## config.mk

```make
export PLATFORM = sky130hd
export DESIGN_NAME = ieeedrv_trkbuf_ctl
export DESIGN_NICKNAME = d
export VERILOG_FILES = /design/src/rtl/ieeedrv_trkbuf_ctl.sv
export SDC_FILE = /design/constraint.sdc
export NUM_CORES = 1
export LEC_CHECK = 0
export CORE_ASPECT_RATIO = 0.5
export CORE_MARGIN = 2
export CORE_UTILIZATION = 30
export CTS_BUF_LIST = sky130_fd_sc_hd__clkbuf_16
export DETAILED_ROUTE_END_ITERATION = 7
export HOLD_SLACK_MARGIN = 0.12
export PLACE_DENSITY = 0.54
export SLEW_MARGIN = 15
export SYNTH_ARGS = -nofsm -noshare
export SYNTH_HDL_FRONTEND = slang
export SYNTH_SLANG_ARGS = --single-unit
```

## constraint.sdc

```tcl
create_clock -name clk_sys -period 2.3 [get_ports clk_sys]
set_input_delay 0.46 -clock clk_sys [delete_from_list [all_inputs] [get_ports clk_sys]]
set_output_delay 0.46 -clock clk_sys [all_outputs]
set_load 0.02 [all_outputs]
```

## src/rtl/ieeedrv_trkbuf_ctl.sv

```systemverilog
// Track-buffer SD sequencer for the IEEE drive: writes the dirty track back and loads the
// selected track, one 512-byte block per SD request, TRACK_BLOCKS blocks per track.
module ieeedrv_trkbuf_ctl #(
  parameter int  TRACK_BLOCKS = 16,
  parameter int  MAX_TRACK    = 154,
  localparam int BLK_W        = $clog2(TRACK_BLOCKS)
) (
  input  logic             clk_sys,
  input  logic             reset,
  input  logic             img_mounted,
  input  logic             mounted,
  input  logic             img_readonly,
  input  logic [7:0]       track,
  input  logic             track_changing,
  input  logic             save_track,
  output logic [31:0]      sd_lba,
  output logic             sd_rd,
  output logic             sd_wr,
  input  logic             sd_ack,
  output logic [BLK_W-1:0] buf_blk,
  output logic [7:0]       cur_track,
  output logic             track_valid,
  output logic             busy
);

  typedef enum logic [1:0] {
    S_IDLE,
    S_REQ,
    S_WAIT_ACK,
    S_WAIT_DONE
  } state_t;

  localparam logic [31:0] BLOCKS_32 = 32'(TRACK_BLOCKS);

  state_t           state_q;
  logic             op_wr_q;
  logic [7:0]       xfer_track_q;
  logic [BLK_W-1:0] buf_blk_q;
  logic [31:0]      sd_lba_q;
  logic             sd_rd_q;
  logic             sd_wr_q;
  logic [7:0]       cur_track_q;
  logic             track_valid_q;
  logic             save_old_q;
  logic             save_pending_q;

  logic             save_edge;
  logic             save_req;
  logic             track_ok;
  logic             load_req;
  logic             can_save;
  logic             last_blk;
  logic [31:0]      lba_d;

  // A toggle arriving in the same cycle as a track change must still win over the load.
  assign save_edge = save_track ^ save_old_q;
  assign save_req  = save_pending_q | save_edge;
  assign track_ok  = (track >= 8'd1) && (track <= 8'(MAX_TRACK));
  assign load_req  = img_mounted & ~track_changing & track_ok &
                     (~track_valid_q | (track != cur_track_q));
  assign can_save  = track_valid_q & img_mounted & ~img_readonly;
  assign last_blk  = (buf_blk_q == BLK_W'(TRACK_BLOCKS - 1));
  assign lba_d     = ({24'd0, xfer_track_q} - 32'd1) * BLOCKS_32 + 32'(buf_blk_q);

  always_ff @(posedge clk_sys) begin
    if (reset) begin
      state_q        <= S_IDLE;
      op_wr_q        <= 1'b0;
      xfer_track_q   <= 8'd0;
      buf_blk_q      <= '0;
      sd_lba_q       <= 32'd0;
      sd_rd_q        <= 1'b0;
      sd_wr_q        <= 1'b0;
      cur_track_q    <= 8'd0;
      track_valid_q  <= 1'b0;
      save_old_q     <= save_track;
      save_pending_q <= 1'b0;
    end else begin
      save_old_q <= save_track;
      if (save_edge) save_pending_q <= 1'b1;

      if (mounted) begin
        // New image: whatever the buffer held is stale, and any transfer is abandoned.
        track_valid_q  <= 1'b0;
        save_pending_q <= 1'b0;
        sd_rd_q        <= 1'b0;
        sd_wr_q        <= 1'b0;
        state_q        <= S_IDLE;
      end else begin
        case (state_q)
          S_IDLE: begin
            if (!img_mounted) track_valid_q <= 1'b0;
            if (save_req) begin
              save_pending_q <= 1'b0;
              if (can_save) begin
                op_wr_q      <= 1'b1;
                xfer_track_q <= cur_track_q;
                buf_blk_q    <= '0;
                state_q      <= S_REQ;
              end
            end else if (load_req) begin
              op_wr_q       <= 1'b0;
              xfer_track_q  <= track;
              track_valid_q <= 1'b0;
              buf_blk_q     <= '0;
              state_q       <= S_REQ;
            end
          end

          S_REQ: begin
            sd_lba_q <= lba_d;
            sd_rd_q  <= ~op_wr_q;
            sd_wr_q  <= op_wr_q;
            state_q  <= S_WAIT_ACK;
          end

          S_WAIT_ACK: begin
            if (sd_ack) begin
              sd_rd_q <= 1'b0;
              sd_wr_q <= 1'b0;
              state_q <= S_WAIT_DONE;
            end
          end

          S_WAIT_DONE: begin
            if (!sd_ack) begin
              if (!last_blk) begin
                buf_blk_q <= buf_blk_q + 1'b1;
                state_q   <= S_REQ;
              end else begin
                if (!op_wr_q) begin
                  cur_track_q   <= xfer_track_q;
                  track_valid_q <= 1'b1;
                end
                state_q <= S_IDLE;
              end
            end
          end

          default: state_q <= S_IDLE;
        endcase
      end
    end
  end

  assign sd_lba      = sd_lba_q;
  assign sd_rd       = sd_rd_q;
  assign sd_wr       = sd_wr_q;
  assign buf_blk     = buf_blk_q;
  assign cur_track   = cur_track_q;
  assign track_valid = track_valid_q;
  assign busy        = (state_q != S_IDLE);

endmodule
```

==> impl_metrics.yaml <==
run_status:
  status: "complete, no violations"
clock_network:
  cts.sinks: 41
  insertion_delay_ns: 0.28
  clock_tree.root_cell: "clkbuf_16"
  cts_buffers: 5
  ctsHoldBuffers: 0
  cts_tree: "yes"
  cts_buffer_depth: 2
  h-tree-depth: 2
  clkTransAtPathRegs_ns: 0.06
global_route:
  grt.overflow.total: 0
  first_global_vias: 2012
  antenna_found_initial: 0
  grt_pass1_wl_um: 9760
  grt_max_degree: 28
  grt_use_total_pct: 14.5
synthesis:
  syn_area_per_cell_um2: 8.56
  synth_cell_types: 48
  synth_fa_ha_area_share_pct: 3.14
  async_flop_share_pct: 0
  synth.ff_latch_count: 41
  syn_nets: 301
  yosysTopAreaCellShare_pct: 34.4
  netlist_area_um2: 2390
  synth_most_common_cell: "dfxtp_1"
  netlist_top_cells_area: "dfxtp_1 34%, buf_4 7.2%, mux2_4 5.0%, mux2i_1 4.2%, nor2_1 4.1%"
  yosys-top-cells-count: "41 x dfxtp_1, 26 x nor2_1, 24 x nand2_1"
  synth-simple-area-share_pct: 21.4
  synth-main-ff-cell: "dfxtp_1"
  synth_compound_area_share_pct: 15.6
  synth_top_cell_by_area: "dfxtp_1"
  synth_top_family_by_area: "simple AND/OR/NAND/NOR gates"
  ys.warnings.count: 0
  synth_xor_area_share_pct: 4.77
  seq_area_frac_synth_pct: 34.4
  synthMuxAreaShare_pct: 9.69
  synthCells: 279
  synth_edf_count: 0
route:
  vias: 2153
  first_pass_iters: 4
  drt_iter0_drc: 115
  route.detailed.drc: 0
  routed_wl_um: 6100
  routed_via_density: 4.77
  ant_nets: 0
  avgRoutedWirePerCell_um: 13.5
timing:
  fin_worst_skew_ns: 0.00499
  slew_viol_final: 0
  setup_viol_count_final: 0
  worstMarginPinSlew_ns: 0.551
  period_share_pct: 98.0
  slew_headroom_pct: 63.2
  rsz0062_at_grt: "no"
  hold_violations: 0
  max_freq_ghz: 0.444
  finalSetupTns_ns: 0
  hold_ws_ns: 0.459
  fin_crit_ns: 2.25
final_layout:
  fillers: 731
  syn2layout_area_growth_pct: 40.0
  final_cell_count_no_fill: 451
  layout-drive-gt1-share_pct: 15.2
  final_net_count: 365
  antenna_cells: 0
job:
  cap_violations: 0
floorplanning:
  die_w_um: 130
  core_area_um2: 7510
  die_height_um: 67.1
  num_rows: 22
  pin_count: 64
  die_area_um2: 8740
  start_util_pct: 31.8
power_and_ir_drop:
  total_power_w: 0.00172
  peakVddDrop_v: 0.000228
  power.leakage_nw: 1.25
  p_per_area_nw_per_um2: 513
setup_path:
  ff2ff_path_depth: 6
  rr_startpoint: "state_q[0]$_SDFFE_PP0P_"
  critPathLaunchType: "primary input"
  critPathLaunch: "track[0]"
  r2r_setup_slack_ns: 0.31
  timing.rr.end: "buf_blk[0]$_SDFFE_PP0P_"
  cp.arrival_ns: 2.42
  end_kind: "flip-flop"
  crit_type: "in2reg"
  crit_required_ns: 2.47
  path_max_fanout: 8
  crit_path_end: "xfer_track_q[1]$_SDFFE_PP0P_"
place:
  numPortBuffers: 63
  place_congestion: 0.816
  dp_hpwl_um: 4830
  dp.cells: 444
worst_hold_path:
  hold_class: "reg2reg"
[where the power goes]
part           leakage, nW  total, W  internal (W)  switching, W
clock network       0.0797  0.000772      0.000503      0.000269
logic                0.838  0.000219      0.000113      0.000106
registers            0.331  0.000725      0.000717    0.00000722
total                 1.25   0.00172       0.00133      0.000382
[state kept, by name, summed over array words and instances (netlist names)]
signal and cells:
buf_blk 4, cur_track 8, op_wr_q 1, save_old_q 1, save_pending_q 1, sd_lba 13
sd_rd 1, sd_wr 1, state_q 2, track_valid 1, xfer_track_q 8
[placed cells by master, fill, tap and decap left out, drive strengths merged, types with 10 or more instances in the layout]
cell type	instances
dfxtp	41
xnor2	10
clkdlybuf4s50	63
nand2	25
o21ai	16
mux2i	10
buf	30
a21oi	15
nor2	26
[worst max-delay path: stages]
cell             delay, ns
clkdlybuf4s50_1       0.42
or4_4                 0.57
o211a_4               0.28
nand2_4               0.07
o31a_1                0.18
buf_12                0.15
mux2_4                0.29
[cell families after synthesis]
kind of cell	Yosys count
multiplexers	19
adder cells (fa/ha/maj)	6
buffers and inverters	45
XOR/XNOR	13
flip-flops	41
AND/OR/NAND/NOR	99
AO/OA/AOI/OAI	56
[per-layer routing]
layer	wire, um	track usage [%]	vias up	part of all wire (%)
li1	-	-	1085	-
met4	62	4.03	0	1.0
met5	0	0	-	0
met1	3080	19.2	1007	50
met3	289	3.45	7	4.7
met2	2670	23.8	54	44
[stage by stage]
step | setup slack (ns) | util (%) | area [um2]
after floorplan | 0.226 | - | 2390
after global placement | -0.267 | 42.3 | 3180
after detailed placement | -0.320 | 42.3 | 3180
after CTS | 0.0164 | 44.5 | 3340
after global routing | 0.00842 | 44.5 | 3340
final | 0.0464 | 44.5 | 3340
[worst min-delay path by stage]
stage                                  from                     end  slack (ns)  cells past startpoint
detailed placement   sd_lba[3]$_SDFFE_PP0P_  sd_lba[3]$_SDFFE_PP0P_        0.45                      2
CTS                  sd_lba[3]$_SDFFE_PP0P_  sd_lba[3]$_SDFFE_PP0P_        0.46                      2
finish               sd_lba[0]$_SDFFE_PP0P_  sd_lba[0]$_SDFFE_PP0P_        0.46                      2
floorplan           buf_blk[1]$_SDFFE_PP0P_  sd_lba[1]$_SDFFE_PP0P_        0.47                      2
global route         sd_lba[2]$_SDFFE_PP0P_  sd_lba[2]$_SDFFE_PP0P_        0.48                      2
global placement     sd_lba[2]$_SDFFE_PP0P_  sd_lba[2]$_SDFFE_PP0P_        0.45                      2
[layout make-up]
type | count | area, um2 | share of cell area, %
inverters | 9 | 33.8 | 1.01
clock inverters | 2 | 35.0 | 1.05
well taps | 108 | 135 | 4.04
flip-flops and latches | 41 | 821 | 24.6
clock buffers | 5 | 125 | 3.74
repair buffers | 93 | 881 | 26.3
multi-input cells | 193 | 1310 | 39.3
[repair_timing]
item                       in CTS  in global routing
gates resized for setup         1                  0
pin swaps                       0                  3
setup endpoints to repair       8                  8
buffers inserted                0                  0
Power figures use the tool's default switching activity.
